File: src/rtl/serial_sub_pkg.sv
// serial_sub_pkg: shared types and constants for the slice-serial subtractor.
//   state_t    : controller states (IDLE, RUN, DONE)
//   SLICE_DEF  : default number of bits processed per clock
//   cnt_width(): width of the slice counter for a given operand/slice size
package serial_sub_pkg;

  typedef enum logic [1:0] {
    IDLE = 2'd0,
    RUN  = 2'd1,
    DONE = 2'd2
  } state_t;

  localparam int unsigned SLICE_DEF = 4;

  // Counter width for WIDTH/SLICE slices; never narrower than one bit.
  function automatic int unsigned cnt_width(input int unsigned width,
                                            input int unsigned slice);
    int unsigned n_slices;
    n_slices = width / slice;
    return (n_slices > 1) ? $clog2(n_slices) : 1;
  endfunction

endpackage : serial_sub_pkg

File: src/rtl/nibble_sub.sv
// nibble_sub: combinational SLICE-bit subtract slice, diff = x - y - borrow_in.
// Ports:
//   x, y          : slice operands (minuend, subtrahend)
//   borrow_in     : borrow into bit 0 of the slice
//   diff          : slice difference
//   borrow_out    : borrow out of the top bit of the slice
//   msb_borrow_in : borrow into the top bit of the slice (for signed overflow)
module nibble_sub #(
  parameter int unsigned SLICE = 4
) (
  input  logic [SLICE-1:0] x,
  input  logic [SLICE-1:0] y,
  input  logic             borrow_in,
  output logic [SLICE-1:0] diff,
  output logic             borrow_out,
  output logic             msb_borrow_in
);

  logic [SLICE-1:0] w_y_n;
  logic [SLICE:0]   w_sum;

  // Subtraction as x + ~y + ~borrow; carry and borrow are complements.
  assign w_y_n = ~y;
  assign w_sum = {1'b0, x} + {1'b0, w_y_n} + {{SLICE{1'b0}}, ~borrow_in};

  assign diff       = w_sum[SLICE-1:0];
  assign borrow_out = ~w_sum[SLICE];

  // Carry into the top bit recovered from its sum bit and operand bits.
  assign msb_borrow_in = ~(w_sum[SLICE-1] ^ x[SLICE-1] ^ w_y_n[SLICE-1]);

endmodule : nibble_sub

File: src/rtl/serial_sub32.sv
// serial_sub32: multi-cycle slice-serial subtractor d = a - b - bin with
// valid/ready handshakes, one SLICE-bit slice per clock.
// Ports:
//   clk, rst             : clock (rising edge), async active-high reset
//   in_valid / in_ready  : operand handshake (in_ready depends on state only)
//   a, b, bin            : minuend, subtrahend, borrow-in (sampled on accept)
//   out_valid / out_ready: result handshake
//   d                    : difference modulo 2^WIDTH
//   bout                 : unsigned borrow-out (a < b + bin)
//   ovf                  : two's-complement overflow
//   zero                 : d == 0
module serial_sub32
  import serial_sub_pkg::*;
#(
  parameter int unsigned WIDTH = 32,
  parameter int unsigned SLICE = SLICE_DEF
) (
  input  logic             clk,
  input  logic             rst,
  input  logic             in_valid,
  output logic             in_ready,
  input  logic [WIDTH-1:0] a,
  input  logic [WIDTH-1:0] b,
  input  logic             bin,
  output logic             out_valid,
  input  logic             out_ready,
  output logic [WIDTH-1:0] d,
  output logic             bout,
  output logic             ovf,
  output logic             zero
);

  localparam int unsigned NSLICE = WIDTH / SLICE;
  localparam int unsigned KW     = cnt_width(WIDTH, SLICE);

  // Operand width must split evenly into slices.
  generate
    if ((WIDTH % SLICE) != 0) begin : g_width_check
      $error("serial_sub32: WIDTH must be a multiple of SLICE");
    end
  endgenerate

  state_t           r_state;
  state_t           w_next_state;
  logic [KW-1:0]    r_k;
  logic [WIDTH-1:0] r_a;
  logic [WIDTH-1:0] r_b;
  logic             r_borrow;
  logic [WIDTH-1:0] r_d;
  logic             r_bout;
  logic             r_ovf;
  logic             r_zero;
  logic             r_out_valid;

  logic             w_accept;
  logic             w_run;
  logic             w_last_slice;
  logic [SLICE-1:0] w_diff;
  logic             w_borrow_out;
  logic             w_msb_borrow_in;
  logic [WIDTH-1:0] w_d_next;

  // Single slice unit; operands shift down so slice k always sits at bit 0.
  nibble_sub #(
    .SLICE (SLICE)
  ) u_slice (
    .x             (r_a[SLICE-1:0]),
    .y             (r_b[SLICE-1:0]),
    .borrow_in     (r_borrow),
    .diff          (w_diff),
    .borrow_out    (w_borrow_out),
    .msb_borrow_in (w_msb_borrow_in)
  );

  // State register.
  always_ff @(posedge clk or posedge rst) begin
    if (rst) begin
      r_state <= IDLE;
    end else begin
      r_state <= w_next_state;
    end
  end

  // Next-state and control decode.
  always_comb begin
    w_next_state = r_state;
    w_accept     = 1'b0;
    w_run        = 1'b0;
    w_last_slice = 1'b0;
    unique case (r_state)
      IDLE: begin
        if (in_valid) begin
          w_accept     = 1'b1;
          w_next_state = RUN;
        end
      end
      RUN: begin
        w_run = 1'b1;
        if (r_k == KW'(NSLICE - 1)) begin
          w_last_slice = 1'b1;
          w_next_state = DONE;
        end
      end
      DONE: begin
        if (out_ready) begin
          w_next_state = IDLE;
        end
      end
      default: begin
        w_next_state = IDLE;
      end
    endcase
  end

  // Result word with the current slice merged in; untouched slices keep old bits.
  always_comb begin
    w_d_next = r_d;
    w_d_next[int'(r_k) * SLICE +: SLICE] = w_diff;
  end

  // Operand, counter and result registers.
  always_ff @(posedge clk or posedge rst) begin
    if (rst) begin
      r_k         <= '0;
      r_a         <= '0;
      r_b         <= '0;
      r_borrow    <= 1'b0;
      r_d         <= '0;
      r_bout      <= 1'b0;
      r_ovf       <= 1'b0;
      r_zero      <= 1'b0;
      r_out_valid <= 1'b0;
    end else begin
      if (w_accept) begin
        r_a      <= a;
        r_b      <= b;
        r_borrow <= bin;
        r_k      <= '0;
      end else if (w_run) begin
        r_a      <= r_a >> SLICE;
        r_b      <= r_b >> SLICE;
        r_borrow <= w_borrow_out;
        r_d      <= w_d_next;
        if (w_last_slice) begin
          r_k    <= '0;
          r_bout <= w_borrow_out;
          r_ovf  <= w_msb_borrow_in ^ w_borrow_out;
          r_zero <= (w_d_next == '0);
        end else begin
          r_k <= r_k + KW'(1);
        end
      end
      r_out_valid <= (w_next_state == DONE);
    end
  end

  // in_ready is a pure state decode, forced low while reset is held.
  assign in_ready  = (r_state == IDLE) && !rst;
  assign out_valid = r_out_valid;
  assign d         = r_d;
  assign bout      = r_bout;
  assign ovf       = r_ovf;
  assign zero      = r_zero;

endmodule : serial_sub32
File: config.mk
export PLATFORM = sky130hd
export DESIGN_NAME = serial_sub32
export DESIGN_NICKNAME = d
export VERILOG_FILES = /design/src/rtl/serial_sub_pkg.sv /design/src/rtl/nibble_sub.sv /design/src/rtl/serial_sub32.sv
export SDC_FILE = /design/constraint.sdc
export NUM_CORES = 1
export LEC_CHECK = 0
export CELL_PAD_IN_SITES_DETAIL_PLACEMENT = 1
export CELL_PAD_IN_SITES_GLOBAL_PLACEMENT = 2
export CORE_MARGIN = 4
export CORE_UTILIZATION = 34
export DETAILED_ROUTE_END_ITERATION = 16
export GPL_TIMING_DRIVEN = 0
export PLACE_DENSITY_LB_ADDON = 0.12
export SKIP_LAST_GASP = 1
export SYNTH_ARGS = -nofsm -noshare
export SYNTH_HDL_FRONTEND = slang
export SYNTH_SLANG_ARGS = --single-unit
File: constraint.sdc
create_clock -name clk -period 6.1 [get_ports clk]
set_input_delay 0.915 -clock clk [delete_from_list [all_inputs] [get_ports clk]]
set_output_delay 0.915 -clock clk [all_outputs]
set_load 0.01 [all_outputs]
Word level (Yosys, flattened, before mapping) --
Cells that the tools add are included.
Word-level totals: bits in registers 106, input bits 69, output and inout port bits 37
Operators by class: add/subtract/negate cells 4, eq/ne operators 4, shifts and indexed selects 2, muxes and demuxes 19, bitwise gates (word level) 8, reduce and logical (&&, ||, !) cells 7
Operators by type and width (number):
- 32-bit two-way mux | 4
- 5-bit negation with 34-bit output | 1
- 4-bit by 34-bit variable shift with 32-bit output (first input constant) | 1
- 4-bit by 34-bit variable part select with 32-bit output | 1
- 32-bit bitwise mux | 1
- 32-bit logical NOT | 1
- 3-bit two-way mux | 3
- 1-bit two-way mux | 7
- 2-bit two-way mux | 3
- 2-bit case mux with 3 select lines | 1
- 4-bit by 4-bit adder with 5-bit output | 1
- 5-bit by 1-bit adder with 5-bit output | 1
- 2-bit equality test (second input constant) | 2
- 1-bit NOT | 4
- 4-bit NOT | 1
- 3-bit by 1-bit adder with 3-bit output (second input constant) | 1
- 3-bit equality test (second input constant) | 1
- 3-bit AND reduction | 1
- 1-bit XOR | 3
- 2-bit by 1-bit equality test with 1-bit output (second input constant) | 1
- 2-bit logical NOT | 1
- 2-bit AND reduction | 1
- 2-bit nonzero test | 1
- 1-bit logical AND | 1
- 1-bit logical NOT | 1

Longest topological paths before layout --
Gate-level depths: netlist of run 1.
depth after elaboration 7, mapped depth 10, gate-level depth less buffers 10

Modules after synthesis --
Synthesis of run 1 repeated with hierarchy kept, for this count alone.
Unflattened totals: cells, all modules 505, area, all modules 4948.5 um2
Modules (own cells, without submodules):
- serial_sub32 | instances 1, cells an instance 484, area each 4775.8 um2, sequential area each 2652.5 um2
- nibble_sub | instances 1, cells an instance 21, area each 172.7 um2, sequential area each 0.0 um2

Least setup slack after synthesis of run 1 --
OpenSTA, ideal clock, no wires.
path type register to register, start point reg r_a[0], end point reg r_zero, in the netlist zero, arrival 2393 ps, data required time 6008 ps, path slack 3615 ps, stages on the path, launching flop included 11, cell sequence dfrtp_1 inv_1 fa_1 inv_1 fa_1 clkbuf_1 nor2_1 mux2i_1 a2111oi_2 o2111ai_1 o31ai_2
Between the ends: longest elaborated chain between the ends 5
Ends and longest elaborated chain:
- start: declaration | RTL line serial_sub32.sv:46 | logic [WIDTH-1:0] r_a;
- start signal: assignment | RTL line serial_sub32.sv:140 | r_a <= r_a >> SLICE;
- 4-bit by 4-bit adder with 5-bit output | RTL line nibble_sub.sv:24 | assign w_sum = {1'b0, x} + {1'b0, w_y_n} + {{SLICE{1'b0}}, ~borrow_in};
- 5-bit by 1-bit adder with 5-bit output | RTL line nibble_sub.sv:24
- 4-bit by 34-bit variable part select with 32-bit output | RTL line serial_sub32.sv:118 | w_d_next[int'(r_k) * SLICE +: SLICE] = w_diff;
- 32-bit bitwise mux | RTL line serial_sub32.sv:118
- 32-bit logical NOT | RTL line serial_sub32.sv:148 | r_zero <= (w_d_next == '0);
- end signal: assignment | RTL line serial_sub32.sv:148
- end: declaration | RTL line serial_sub32.sv:52 | logic r_zero;
No other way between the ends. A chain may end at the register's enable or synchronous reset.

Worst setup path after layout of run 1 --
start point in rst, end point out in_ready
Between the ends: longest elaborated chain between the ends 2
Ends and longest elaborated chain:
- start: declaration | RTL line serial_sub32.sv:19 | input logic rst,
- 1-bit logical NOT | RTL line serial_sub32.sv:158 | assign in_ready = (r_state == IDLE) && !rst;
- 1-bit logical AND | RTL line serial_sub32.sv:158
- end: declaration | RTL line serial_sub32.sv:21 | output logic in_ready,
No other way between the ends.

==> summary.md, run 1 <==
| Metric | Value |
|---|---|
| Post-layout net count | `roughly 700` |
| CP Class | `primary input to primary output` |
| CP Max Fanout | `2` |
| Ports | `between 100 and 150` |
| Register area | `2650 um^2` |
| WL met2 | `just over 7000 um` |
| GR Util All Layers | `0.182` |
| Post-DR wirelength/cell | `about 18 um` |
| Top cells by count, synth | `146 x nand2_1, 106 x dfrtp_1, 52 x a22oi_1` |
| Endpoints failing hold | `0` |
| Peak supply drop | `around 230 uV` |
| Sequential-to-total area share from yosys stat | `0.542` |
| # DRC | `0` |
| First-pass GRT wire length | `23400 um` |
| Fin area | `between 6000 and 7000 um^2` |
| Iteration-0 DRC Markers | `just over 200` |
| Area grow syn2layout | `33.2%` |
| DR top layer | `met4` |
| Core Util, Final | `0.466` |
| Status | `complete, no violations` |
| Multi-input logic area | `about 2100 um^2` |
| Library cells used by synthesis | `53` |
| Clk Latency, worst-skew pair | `~0.35 ns` |
| CORE AREA | `between 10000 and 15000 um^2` |
| Arrival @ worst endpoint | `2.15 ns` |
| Gpl congestion | `roughly 0.82` |
| Die Wd | `~130 um` |
| Clock Path Buffers | `2` |
| Pwr Density | `~600 nW/um^2` |
| DR vias | `approximately 4200` |
| Post-Synth XOR/XNOR Area | `0.0125` |
| CP required | `between 5 and 6 ns` |
| Synth area leaders | `dfrtp_1 54%, nand2_1 11%, a22oi_1 8.0%` |
| Rel. slew slack | `0.381` |
| Max-Cap Viols | `0` |
| Routed wl met3 | `roughly 550 um` |
| Total grt overflow | `0` |
| Sink Count | `106` |
| Yosys synthesis warning count | `0` |
| Wire length on met1 | `approximately 6300 um` |
| Post-Syn Nets | `580` |
| EDFF count, synth | `0` |
| Area leader, netlist | `dfrtp_1` |
| Clock slew at reported path FFs | `0.07 ns` |
| CTS Buf Count | `9` |
| Initial core utilization | `0.350` |
| Async SR Flop Fraction | `1.00` |
| CP Capture Type | `primary output` |
| #FFs+latches synth | `about 110` |
| Hpwl dp | `10800 um` |
| Layout cells sized above 1 | `0.0609` |
| Worst-margin pin slew | `about 0.9 ns` |
| Yosys top cell area share | `0.542` |
| Antenna Cells | `0` |
| Proportion of synthesized area in mux cells | `0.0485` |
| Largest net degree at the start of global routing | `65` |
| DRT Pass-1 Iters | `4` |
| Syn Std Cell Area | `just under 5000 um^2` |
| Largest family of logic cells by synthesized area | `simple AND/OR/NAND/NOR gates` |
| Post-Synth Adder-Cell Area | `0.0261` |
| CTS tree | `done` |
| Number of hold buffers added after CTS | `0` |
| Cts repair resizes | `0` |
| Fin Setup TNS | `0 ns` |
| LEAKAGE | `2.93 nW` |
| Final worst path period need | `3.06 ns` |
| Final setup vio count | `0` |
| H-tree depth | `3` |
| Top-count cell post-synth | `nand2_1` |
| Vias in the first global route | `approximately 4500` |
| # Post-CTS Setup Buffers | `0` |
| Fillers | `1621` |
| Final WL | `roughly 14000 um` |
| Via density per instance | `about 5.3` |
| Final period utilization | `0.502` |
| Die Area | `16400 um^2` |
| Post-synthesis compound-gate area fraction | `0.163` |
| RSZ-0062 raised after global routing | `false` |
| I/O Buffers | `105` |
| Crit path launch type | `primary input` |
| Synth Instances | `502` |
| Post-synth top flop | `dfrtp_1` |
| Chip height | `128 um` |
| Clock root buffer | `clkbuf_16` |
| # rows | `43` |
| Avg Cell Area, Syn | `between 9 and 10 um^2` |
| Simple-gate share of the synthesized area | `0.173` |
| Final Max Tran Viols | `0` |
| Post-DRT Antenna Nets | `0` |
| Post-DP Area | `between 6000 and 7000 um^2` |
| Highest clock rate | `~330 MHz` |
| Clock Skew | `0.00545 ns` |
| Tightest Hold Check Type | `flop to flop` |
| Initial antenna violation count | `0` |
==> state kept, by name (all words and copies together) (netlist names) <==
signal,cells
r_k,3
out_valid,1
r_borrow,1
zero,1
r_b,32
r_a,32
r_state,2
d,32
ovf,1
bout,1
==> final timing paths <==
path | start | depth (start not counted) | slack (ns) | endpoint
setup / recovery | rst | 3 | 3.04 | in_ready
setup reg to reg | r_b[0]$_DFFE_PP0P_ | 9 | 3.10 | zero$_DFFE_PP0P_
hold / removal | r_b[4]$_DFFE_PP0P_ | 2 | 0.48 | r_b[4]$_DFFE_PP0P_
min in group asynchronous | rst | 2 | 1.12 | r_b[20]$_DFFE_PP0P_
hold reg to reg | r_b[4]$_DFFE_PP0P_ | 2 | 0.48 | r_b[4]$_DFFE_PP0P_
max in group asynchronous | rst | 3 | 4.28 | d[7]$_DFFE_PP0P_
==> metrics by stage <==
step | setup slack [ns] | std cells | power (W) | hold slack (ns)
2_1_floorplan | 2.40 | 502 | 0.00245 | 0.447
6_report | 3.04 | 804 | 0.00381 | 0.478
3_3_place_gp | 0.623 | 787 | 0.00315 | 0.460
3_5_place_dp | 2.87 | 788 | 0.00322 | 0.463
5_1_grt | 2.82 | 804 | 0.00414 | 0.506
4_1_cts | 3.02 | 804 | 0.00386 | 0.481
==> area by class of cell <==
class                      instances  share of cell area
buffer                            32              0.0203
clock buffer                      15              0.0441
clock inverter                     1             0.00460
inverter                          11             0.00671
multi-input combinational        353               0.318
sequential                       106               0.407
tap                              180              0.0345
timing repair buffer             106               0.165
==> power by group <==
| group | total, W | internal (W) | switching, W |
|---|---|---|---|
| clock network | 0.000624 | 0.000364 | 0.000260 |
| registers | 0.00123 | 0.00102 | 0.000217 |
| logic | 0.00196 | 0.000795 | 0.00116 |
==> cells by family after synthesis <==
| logic type | Yosys count |
|---|---|
| DFF | 106 |
| and+or+nand+nor | 202 |
| xor gates and xnor gates | 7 |
| buffers and inverters | 43 |
| adders and majority gates | 9 |
| muxes | 21 |
| AOI/OAI and AO/OA | 114 |
==> cells in the final DEF (no fill, tap or decap), drive strengths merged, types with 2 or more instances in the layout <==
cell and count:
nand2 147, dfrtp 106, clkdlybuf4s50 105, a22oi 52, clkbuf 39, o21ai 26, nor2 22, mux2 19
nor3 11, inv 11, a21oi 9, buf 9, ha 7, xnor2 5, nand3 5, a221o 4
o31ai 4, nand4 3, a21o 3, nor4 3, a2111oi 3, nor2b 2, nand2b 2, o21bai 2
o211ai 2, xor2 2, mux2i 2, fa 2, nor3b 2
==> routing by layer <==
metal,vias to the layer above,global-route usage
li1,1980,-
met2,100,0.307
met4,0,0.0737
met5,-,0
met3,23,0.0296
met1,2126,0.233
==> worst max-delay path: stages <==
cell	delay [ns]
clkdlybuf4s50_1	0.46
nor3_1	0.19
clkdlybuf4s50_1	0.59
Power figures use the tool's default switching activity.
==> run 2, diff against run 1 <==
--- a/config.mk
+++ b/config.mk
@@ -8,7 +8,7 @@
 export CELL_PAD_IN_SITES_DETAIL_PLACEMENT = 1
 export CELL_PAD_IN_SITES_GLOBAL_PLACEMENT = 2
 export CORE_MARGIN = 4
-export CORE_UTILIZATION = 34
+export CORE_UTILIZATION = 28
 export DETAILED_ROUTE_END_ITERATION = 16
 export GPL_TIMING_DRIVEN = 0
 export PLACE_DENSITY_LB_ADDON = 0.12
==> constraint.sdc (replaced) <==
create_clock -name clk -period 2.5 [get_ports clk]
set_input_delay 0.375 -clock clk [delete_from_list [all_inputs] [get_ports clk]]
set_output_delay 0.375 -clock clk [all_outputs]
set_load 0.01 [all_outputs]
==> run 2 against run 1 <==
  * Clock skew grew 0.0012 ns
  * Clock power grew 140%
  * Register-to-register slack lost 3.1 ns
  * Highest routed layer unchanged
  * Utilization shrank 7.4 points
  * Die area grew 20%
  * Critical endpoint is now zero$_DFFE_PP0P_
  * Via count shrank 1.1%
  * Largest power group unchanged
  * Final cell count grew 7.1%
  * Wire length grew 3.7%
  * Combinational power grew to 2.7 times the previous value
  * Clock-buffer cell count shrank 5
  * First-iteration DRC count shrank 31%
  * Critical path depth grew 5
==> summary.md, run 2 (same netlist as run 1, synthesis figures left out) <==
| Metric | Value |
|---|---|
| Final period utilization | `0.999` |
| Critical Path Most Common Cell | `fa_2` |
| First-pass GRT wire length | `24700 um` |
| Post-layout net count | `709` |
| Worst-margin pin slew | `roughly 0.70 ns` |
| # DRC | `0` |
| Ports | `106` |
| Critical path's top delay family | `adder cells` |
| Register area | `2650 um^2` |
| Clock slew at reported path FFs | `0.07 ns` |
| DRT Pass-1 Iters | `4` |
| Sink Count | `roughly 110` |
| Iteration-0 DRC Markers | `143` |
| FF-to-FF setup slack | `roughly 0.0016 ns` |
| Clock Path Buffers | `2` |
| CTS Buf Count | `9` |
| Final Max Tran Viols | `0` |
| CP Class | `flop to flop` |
| Clock root buffer | `clkbuf_16` |
| Vias in the first global route | `4572` |
| Fillers | `approximately 2000` |
| Tightest Hold Check Type | `primary input to asynchronous set/reset pin` |
| Layout Cells excl Fill | `861` |
| Die Wd | `around 140 um` |
| LEAKAGE | `3.00 nW` |
| Layout cells sized above 1 | `0.108` |
| Clock Skew | `between 0.006 and 0.007 ns` |
| CORE AREA | `between 15000 and 20000 um^2` |
| Setup WS pre-CTS | `-0.547 ns` |
| GR Util All Layers | `0.159` |
| Die Area | `19700 um^2` |
| Final WL | `15000 um` |
| Fin Setup TNS | `0 ns` |
| Slowest CP cell | `fa_2` |
| I/O Buffers | `roughly 110` |
| # rows | `48` |
| Worst path max stage delay | `~0.48 ns` |
| Hpwl dp | `between 10000 and 15000 um` |
| Final worst slack | `approximately 0.0016 ns` |
| Final worst path period need | `between 2 and 2.5 ns` |
| Chip height | `~140 um` |
| CP required | `around 2.7 ns` |
| Cells along the critical path | `fa_2 -> inv_2 -> fa_2 -> nor2_4 -> mux2i_1 -> a2111oi_2 -> o2111ai_1 -> o31ai_2` |
| Most frequent cells in the layout | `146 x nand2_1, 106 x dfrtp_1, 105 x clkdlybuf4s50_1` |
| Initial antenna violation count | `0` |
| Hold_ws | `between 0.4 and 0.5 ns` |
| Placed Instances | `835` |
| CTS tree | `done` |
| Gpl congestion | `about 0.80` |
| Highest clock rate | `400 MHz` |
| Clk Latency, worst-skew pair | `roughly 0.35 ns` |
| CP Capture Type | `flop` |
| Multi-input logic area | `2150 um^2` |
| Area grow syn2layout | `38.1%` |
| Peak supply drop | `just under 600 uV` |
| Rel. slew slack | `0.530` |
| DR vias | `roughly 4200` |
| RSZ-0062 raised after global routing | `true` |
| Post-DRT Antenna Nets | `0` |
| Total power | `approximately 0.0098 W` |
| CP Max Fanout | `4` |
| Final setup vio count | `0` |
| Arrival @ worst endpoint | `approximately 2.7 ns` |
| H-tree depth | `3` |
| Crit path launch type | `flop` |
| Pwr Density | `1450 nW/um^2` |
| Post-DR wirelength/cell | `17.4 um` |
| Endpoints failing hold | `0` |
| Max-Cap Viols | `0` |
| Via density per instance | `approximately 5` |
| Commonest non-fill, non-tap cell in the layout | `nand2_1` |
| Initial core utilization | `0.284` |
| Antenna Cells | `0` |
| Worst Path Buf+Inv | `1` |
| Total grt overflow | `0` |
| Status | `complete, no violations` |
| Largest net degree at the start of global routing | `33` |
## run 2: worst paths after layout
path,start,endpoint,cells past startpoint
worst max register to register,r_borrow$_DFFE_PP0P_,zero$_DFFE_PP0P_,8
worst min register to register,r_b[11]$_DFFE_PP0P_,r_b[11]$_DFFE_PP0P_,2
worst min-delay path,rst,r_b[29]$_DFFE_PP0P_,2
max in group asynchronous,rst,d[21]$_DFFE_PP0P_,3
worst max-delay path,r_borrow$_DFFE_PP0P_,zero$_DFFE_PP0P_,8
min in group clk,r_b[11]$_DFFE_PP0P_,r_b[11]$_DFFE_PP0P_,2
## run 2: stage by stage
stage               area, um^2   util
floorplan                 4900      -
global placement          6230  0.362
detailed placement        6290  0.365
CTS                       6740  0.391
global route              6760  0.392
finish                    6760  0.392
## run 2: layer usage
layer | track usage | part of all wire | wire length, um
met1 | 0.212 | 0.46 | 6870
met3 | 0.0259 | 0.035 | 521
met5 | 0 | 0 | 0
met4 | 0.0617 | 0.021 | 318
met2 | 0.260 | 0.49 | 7310
## run 2: final cells by class
cell class / count / share of cell area
Timing Repair Buffer: 120 / 0.178
Clock buffer: 10 / 0.0353
Tap cell: 225 / 0.0416
Buffer: 30 / 0.0192
Clock inverter: 6 / 0.00943
Multi-Input combinational cell: 353 / 0.318
Inverter: 11 / 0.00666
Sequential cell: 106 / 0.392
## run 2: repair_timing
action | in CTS | in global routing
endpoints found under the setup margin | 5 | 62
hold buffers | 0 | 0
buffers inserted | 9 | 3
pin swaps | 9 | 2
resized for setup | 18 | 6
## run 2: where the power goes
| group | leakage [nW] | internal [W] | switching (W) |
|---|---|---|---|
| logic | 1.51 | 0.00230 | 0.00303 |
| registers | 1.34 | 0.00248 | 0.000516 |
| clock network | 0.145 | 0.000805 | 0.000664 |
| total | 3.00 | 0.00559 | 0.00421 |
## run 2: worst register-to-register path: cells and delay by family, from the launching register on
kind | cells | cell delay, ns
simple gates | 1 | 0.15
buf+inv | 1 | 0.08
fa+ha+maj | 2 | 0.88
compound gates | 3 | 0.78
mux | 1 | 0.10
flops | 1 | 0.41
